[src/rtl/memory_col_arbiter.sv]
// Round-robin arbiter/sequencer sharing one byte-wide memory column.
// Define MEMCOL_ARB_FIXED_PRIO_EN for fixed lowest-index-first priority.
module memory_col_arbiter #(
  parameter int NUM_REQ = 2,
  parameter int ADDR_W  = 10,
  parameter int RD_LAT  = 1
) (
  input  logic                      clk,
  input  logic                      rst,
  input  logic [NUM_REQ-1:0]        req_valid,
  output logic [NUM_REQ-1:0]        req_ready,
  input  logic [NUM_REQ-1:0]        req_we,
  input  logic [NUM_REQ*ADDR_W-1:0] req_addr,
  input  logic [NUM_REQ*8-1:0]      req_wdata,
  output logic [NUM_REQ-1:0]        rsp_valid,
  input  logic [NUM_REQ-1:0]        rsp_ready,
  output logic [7:0]                rsp_rdata,
  output logic                      mem_byte_en,
  output logic [ADDR_W-1:0]         mem_addr,
  output logic [7:0]                mem_wr_data,
  input  logic [7:0]                mem_rd_data,
  output logic                      busy
);

  localparam int IDX_W = (NUM_REQ > 1) ? $clog2(NUM_REQ) : 1;
  localparam int CNT_W = 2;

  typedef enum logic [1:0] {
    IDLE,
    ISSUE,
    WAIT,
    RESP
  } state_t;

  state_t             state_q, state_d;
  logic [IDX_W-1:0]   gnt_q, gnt_d;
  logic               we_q, we_d;
  logic [ADDR_W-1:0]  addr_q, addr_d;
  logic [7:0]         wdata_q, wdata_d;
  logic [7:0]         rdata_q, rdata_d;
  logic [CNT_W-1:0]   cnt_q, cnt_d;
  logic               win_vld;
  logic [IDX_W-1:0]   win_idx;

`ifdef MEMCOL_ARB_FIXED_PRIO_EN
  always_comb begin
    win_vld = 1'b0;
    win_idx = '0;
    for (int i = NUM_REQ - 1; i >= 0; i--) begin
      if (req_valid[IDX_W'(i)]) begin
        win_vld = 1'b1;
        win_idx = IDX_W'(i);
      end
    end
  end
`else
  logic [IDX_W-1:0] last_q, last_d;

  // Walk backwards so the nearest requester after last wins.
  always_comb begin
    int idx;
    win_vld = 1'b0;
    win_idx = '0;
    idx     = 0;
    for (int k = NUM_REQ; k >= 1; k--) begin
      idx = int'(last_q) + k;
      if (idx >= NUM_REQ) idx = idx - NUM_REQ;
      if (req_valid[IDX_W'(idx)]) begin
        win_vld = 1'b1;
        win_idx = IDX_W'(idx);
      end
    end
  end

  always_comb begin
    last_d = last_q;
    if (state_q == IDLE && win_vld) last_d = win_idx;
  end

  always_ff @(posedge clk) begin
    if (rst) last_q <= IDX_W'(NUM_REQ - 1);
    else     last_q <= last_d;
  end
`endif

  always_comb begin
    state_d   = state_q;
    gnt_d     = gnt_q;
    we_d      = we_q;
    addr_d    = addr_q;
    wdata_d   = wdata_q;
    rdata_d   = rdata_q;
    cnt_d     = cnt_q;
    req_ready = '0;
    rsp_valid = '0;
    unique case (state_q)
      IDLE: begin
        if (win_vld) begin
          req_ready[win_idx] = 1'b1;
          state_d = ISSUE;
          gnt_d   = win_idx;
          we_d    = req_we[win_idx];
          addr_d  = req_addr[win_idx*ADDR_W +: ADDR_W];
          wdata_d = req_wdata[win_idx*8 +: 8];
        end
      end
      ISSUE: begin
        if (we_q) begin
          rdata_d = 8'h00;
          state_d = RESP;
        end else begin
          cnt_d   = '0;
          state_d = WAIT;
        end
      end
      WAIT: begin
        if (cnt_q == CNT_W'(RD_LAT - 1)) begin
          rdata_d = mem_rd_data;
          state_d = RESP;
        end else begin
          cnt_d = cnt_q + 2'd1;
        end
      end
      RESP: begin
        rsp_valid[gnt_q] = 1'b1;
        if (rsp_ready[gnt_q]) state_d = IDLE;
      end
      default: state_d = IDLE;
    endcase
  end

  always_ff @(posedge clk) begin
    if (rst) begin
      state_q <= IDLE;
      gnt_q   <= '0;
      we_q    <= 1'b0;
      addr_q  <= '0;
      wdata_q <= '0;
      rdata_q <= '0;
      cnt_q   <= '0;
    end else begin
      state_q <= state_d;
      gnt_q   <= gnt_d;
      we_q    <= we_d;
      addr_q  <= addr_d;
      wdata_q <= wdata_d;
      rdata_q <= rdata_d;
      cnt_q   <= cnt_d;
    end
  end

  // Column address/data double as the latched request, so they hold between accesses.
  assign mem_byte_en = (state_q == ISSUE) && we_q;
  assign mem_addr    = addr_q;
  assign mem_wr_data = wdata_q;
  assign rsp_rdata   = rdata_q;
  assign busy        = (state_q != IDLE);

endmodule

[config.mk]
export PLATFORM = sky130hd
export DESIGN_NAME = memory_col_arbiter
export DESIGN_NICKNAME = d
export VERILOG_FILES = /design/src/rtl/memory_col_arbiter.sv
export SDC_FILE = /design/constraint.sdc
export NUM_CORES = 1
export LEC_CHECK = 0
export ABC_AREA = 1
export BUFFER_PORTS_ARGS = -buffer_cell sky130_fd_sc_hd__buf_2
export CAP_MARGIN = 20
export CORE_AREA = 5 5 67 69
export CTS_CLUSTER_DIAMETER = 120
export CTS_CLUSTER_SIZE = 24
export DETAILED_ROUTE_END_ITERATION = 8
export DIE_AREA = 0 0 72 74
export PLACE_DENSITY = 0.77
export SYNTH_ARGS = -nofsm -noshare
export SYNTH_HDL_FRONTEND = slang
export SYNTH_SLANG_ARGS = --single-unit
export TNS_END_PERCENT = 50
[constraint.sdc]
create_clock -name clk -period 1.72 [get_ports clk]
set_input_delay 0.086 -clock clk [delete_from_list [all_inputs] [get_ports clk]]
set_output_delay 0.086 -clock clk [all_outputs]
set_load 0.01 [all_outputs]
---- Word level (Yosys, flattened, before mapping) ----
Index checks and enable logic that the tools add are counted.
word-level totals
  output and inout bits ................... 32
  bits in registers ....................... 33
  word-level logic and storage cells ...... 77
  input port bits ......................... 52
cells by class
  eq/ne operators ......................... 9
  reductions and logical operators ........ 12
  add/subtract/negate cells ............... 5
  shifts and indexed selects .............. 2
  order comparisons ....................... 8
  muxes and demuxes ....................... 32
  $mul .................................... 1
operator list
  kind                 number
  $shiftx 20x6->10     1
  $mux 1               17
  $mux 2               8
  $mux 8               2
  $pmux 8 s2           1
  $shiftx 16x5->8      1
  $ne 2x2->1 const B   6
  $reduce_and 3->1     3
  $pmux 2 s4           1
  $lt 1x3->1 const B   2
  $eq 2x2->1 const B   2
  $logic_and 1x1->1    4
  $logic_not 2->1      2
  $lt 1x2->1 const B   2
  $mul 1x3->4 const B  1
  $pmux 2 s2           1
  $reduce_bool 2->1    2
  $add 1x2->3 const B  1
  $ge 3x2->1 const B   1
  $add 1x1->2 const B  1
  $add 2x1->2 const B  1
  $demux 1 s1          2
  $eq 2x1->1 const B   1
  $ge 1x1->1 const B   2
  other kinds (3)      4

---- Depth between registers and ports, before layout ----
  depth after elaboration ................. 14
  mapped depth ............................ 10
  depth with buffers taken out ............ 10

---- Worst setup path before layout ----
No wires, ideal clock.
  path kind ............................... register to register
  from .................................... register state_q[0]
  to ...................................... register gnt_q
  cell stages (with the launch flop) ...... 7
  slack ................................... 0.401 ns
  arrival time ............................ 1.185 ns
  required time ........................... 1.586 ns
  cells stage by stage .................... dfxtp_1 -> inv_1 -> ha_1 -> nand2_2 -> buf_2 -> nor2_1 -> a211oi_1
between the ends
  longest elaborated chain between the ends .. 2
ends and longest elaborated chain
  what                        RTL line  text
  start, declared             35        state_t state_q, state_d;
  start signal, assigned      142       state_q <= state_d;
  $logic_not 2->1             96        unique case (state_q)
  $reduce_and 2->1 (no line)  --
  end signal, assigned        143       gnt_q <= gnt_d;
  end, declared               36        logic [IDX_W-1:0] gnt_q, gnt_d;
Every way passes these cells.
A chain may end at the register's enable or synchronous reset.

---- Worst setup path after layout ----
  from .................................... register state_q[1]
  to ...................................... output port req_ready[0]
between the ends
  longest elaborated chain between the ends .. 2
ends and longest elaborated chain
  what             RTL line  text
  $logic_not 2->1  96
  $mux 2           96
  end, declared    11        output logic [NUM_REQ-1:0] req_ready,
Every way passes these cells.

==> results.txt <==
The run finished with clean final reports. The die area is 5330 um^2, and the via density per instance is 4.67. The post-placement cell count was 350; the slew at the pin with the worst max-slew slack was 0.400 ns. The layout has 378 filler cells. The clock passes through at most 2 buffers.

The standard cell core area is 3860 um^2. The endpoint of the worst hold path is mem_addr[3]. By startpoint and endpoint, the worst setup path is classified as reg2out. Leaving out fill and tap cells, the most frequent cell in the layout is sky130_fd_sc_hd__buf_2. The via count of the first global-routing pass is 1,588. The final critical path takes up 93.7% of the cycle.

The global-route total usage across every layer came out at 15.7%. Setup violations remaining at the end of the flow were counted as 0. Compared with the post-synthesis result, the final layout area differs by 34.6%. Setup repair after global routing left no endpoint under its margin. The delay of the slowest cell on the worst path is 0.42 ns. The slowest stage of the critical path belongs to the cell sky130_fd_sc_hd__dfxtp_1.

The logs give 0 for the max-slew violation count and 39.9% for the proportion of synthesized chip area in sequential cells. The library cells used most frequently in the layout, excluding fill and tap cells, are 82 x sky130_fd_sc_hd__buf_2, 44 x sky130_fd_sc_hd__nand2_1, 35 x sky130_fd_sc_hd__inv_1. After clock tree synthesis, the clock-pin slew on the worst setup and hold paths is 0.07 ns. The detail route stage leaves a number of antenna-violating nets equal to 0. Broken down by cell family, the worst path's largest delay share belongs to buffers and inverters. Counting both buffers and inverters, the worst setup path holds a total of 3. Along the worst path, the maximum fanout reaches 19.

In this run, distinct cell masters in the synthesized netlist total 18. The worst pin sits at a relative slew slack of 73.3%. Dividing the detail-routed wire length by the instance count gives 11.6 um. When the netlist entered floorplanning its net count stood at 283.

In this run the vertical extent of the chip is 74 um. During I/O placement, the number of pins put on the boundary was 84. In the final layout, flip-flops and latches occupy 661 um^2. The first global-routing pass estimated 6660 um of wire. The kind of path behind the tightest hold check is in2reg. Total chip power: 3.06 mW. The number of core rows came out at 23. The logs give 1.63 ns for the critical path required time and 365 for the post-layout net count. Data on the critical path arrives at its endpoint at 1.53 ns.

The number of sinks driven by the clock tree was 33; the fraction of final layout cells sized beyond drive strength 1 was 33.1%. The endpoint identified for the worst register-to-register timing path is rsp_rdata[7]. The run gives 0 as the number of buffers added to fix hold violations after cts.

The total vias in the final route is 1,671, and the number of buffers inserted during clock tree synthesis is 5. The count of input and output buffers was 82; the total negative setup slack was 0 ns. The placed wire-length estimate was 3100 um. Summed over all cells, the static leakage comes to 1.27 nW. Routability-driven placement finished with a final weighted congestion of 0.780.

For the starting DRC count in detailed routing, the log shows 72. A synthesized cell averages 7.35 um^2. The logs give 2 for the depth of the CTS H-tree and 811 um^2 for the multi-input logic area. The finished layout holds 358 standard cells, fillers aside. For the max-cap check violation count, the log shows 0. Summed over all layers, the global routing overflow is 0.

In the routed design, unresolved DRC markers number 0. In this run the power density over the cells is 1370 nW/um^2. Measured in cells, the most critical reg-to-reg path has a length of 7. TritonCTS built the clock tree. The hold path depth came out at 2. The Yosys step of the flow raised 0 warnings.

The run gives 4150 um as the routed wire length. Between clock sinks in the finished design, the worst skew comes to 0.00388 ns. At the later pin of the worst-skew pair, clock insertion delay measures 0.28 ns. The synthesized instance count is 225. The run gives 0 as the number of inserted diodes. For flop-to-flop paths, the worst setup slack is 0.24 ns. STA classifies the critical path startpoint as a register. The number of failing hold endpoints at the final stage is 0, and the number of flip-flops and latches in the synthesized netlist is 33. The routed design could run at a clock period as short as 1.61 ns. The launch point of the worst hold path is req_addr[13].

The run gives 4 as the number of optimization iterations in the first detailed-route pass. The initial antenna violation count was 0. Startpoint of the worst-slack reg-to-reg timing path: state_q[1].

For the netlist area before placement, the log shows 1650 um^2. Once the floorplan was initialized, standard cells occupied 42.9% of the core. The worst ir drop on vdd was 0.635 mV.

The die extent in x is 72 um, and the highest attainable clock frequency is 621 MHz. The tools report the clock tree root driver cell as sky130_fd_sc_hd__clkbuf_8. Entering global routing, the biggest net connects 23 pins.

Traced cell by cell, the critical path runs through inv_2 -> ha_2 -> nand2_2 -> buf_4 -> nor2_2 -> buf_2. STA classifies the critical path endpoint as an output pin.
==> power by group <==
| group | internal, mW | total [mW] | switching, mW |
|---|---|---|---|
| registers | 0.954 | 1.05 | 0.0954 |
| logic | 0.502 | 1.26 | 0.754 |
| clock network | 0.472 | 0.752 | 0.279 |
==> worst max-delay path by stage <==
| stage | start | to | slack [ns] | cells past startpoint |
|---|---|---|---|---|
| 3_3_place_gp | state_q[0] | mem_addr[4] | 0.21 | 6 |
| 3_5_place_dp | state_q[0] | mem_addr[0] | 0.18 | 6 |
| 4_1_cts | state_q[0] | req_ready[0] | 0.03 | 6 |
| 6_report | state_q[1] | req_ready[0] | 0.11 | 6 |
| 5_1_grt | state_q[1] | req_ready[0] | 0.006 | 6 |
| 2_1_floorplan | state_q[0] | gnt_q | 0.40 | 6 |
==> Yosys cell counts <==
master                     instances  area share (%)
sky130_fd_sc_hd__nor2_1           26             5.9
sky130_fd_sc_hd__o21ai_0           1            0.30
sky130_fd_sc_hd__buf_1             1            0.23
sky130_fd_sc_hd__nand2_1          44              10
sky130_fd_sc_hd__nand2_2           4             1.5
sky130_fd_sc_hd__o211a_1          19              11
sky130_fd_sc_hd__ha_1              6             4.5
sky130_fd_sc_hd__nand3_1          11             3.3
sky130_fd_sc_hd__inv_2             1            0.23
sky130_fd_sc_hd__clkbuf_1          2            0.45
sky130_fd_sc_hd__dfxtp_1          33              40
sky130_fd_sc_hd__buf_2             5             1.5
sky130_fd_sc_hd__a211oi_1          1            0.45
sky130_fd_sc_hd__o21ai_4           1            0.98
sky130_fd_sc_hd__nor3_1            1            0.30
sky130_fd_sc_hd__buf_6             2             1.4
sky130_fd_sc_hd__a21oi_1          30             9.1
sky130_fd_sc_hd__inv_1            37             8.4
==> cell type report <==
cell class	count	share of cell area, %
clock inverters	1	1.35
clock buffers	7	3.88
well taps	50	2.81
multi-input cells	144	36.4
inverters	38	6.41
flip-flops and latches	33	29.7
repair buffers	85	19.4
==> flip-flops by register name, indices dropped and copies added (netlist names) <==
register	flops
cnt_q	2
state_q	2
last_q	1
mem_addr	10
rsp_rdata	8
gnt_q	1
mem_wr_data	8
we_q	1
==> cell families after synthesis <==
family	synth area share, %
and+or+nand+nor	21.0
adders and majority gates	4.54
buffers and inverters	12.2
DFF	39.9
AOI/OAI and AO/OA	22.3
==> timing repair <==
item                       4_1_cts  5_1_grt
setup buffers                    0        0
setup endpoints to repair        2        2
gates resized for setup          2        4
==> stage by stage <==
stage	utilization, %	setup WS, ns	cell area (um^2)	hold WS (ns)
after CTS	57.4	0.0277	2210	0.0322
after floorplan	-	0.401	1650	0.242
final	57.7	0.109	2230	0.0418
after global routing	57.7	0.00638	2230	0.0364
after global placement	54.2	0.215	2090	0.326
after detailed placement	54.2	0.181	2090	0.330
==> layer usage <==
metal  global-route usage [%]  part of all wire [%]  up-vias
li1                         -                     -      885
met1                     17.4                    42      711
met2                     26.1                    44       69
met3                     6.76                    12        6
met4                     7.31                   1.6        0
met5                        0                     0        -
No activity file was read; power rests on OpenSTA's default activity.
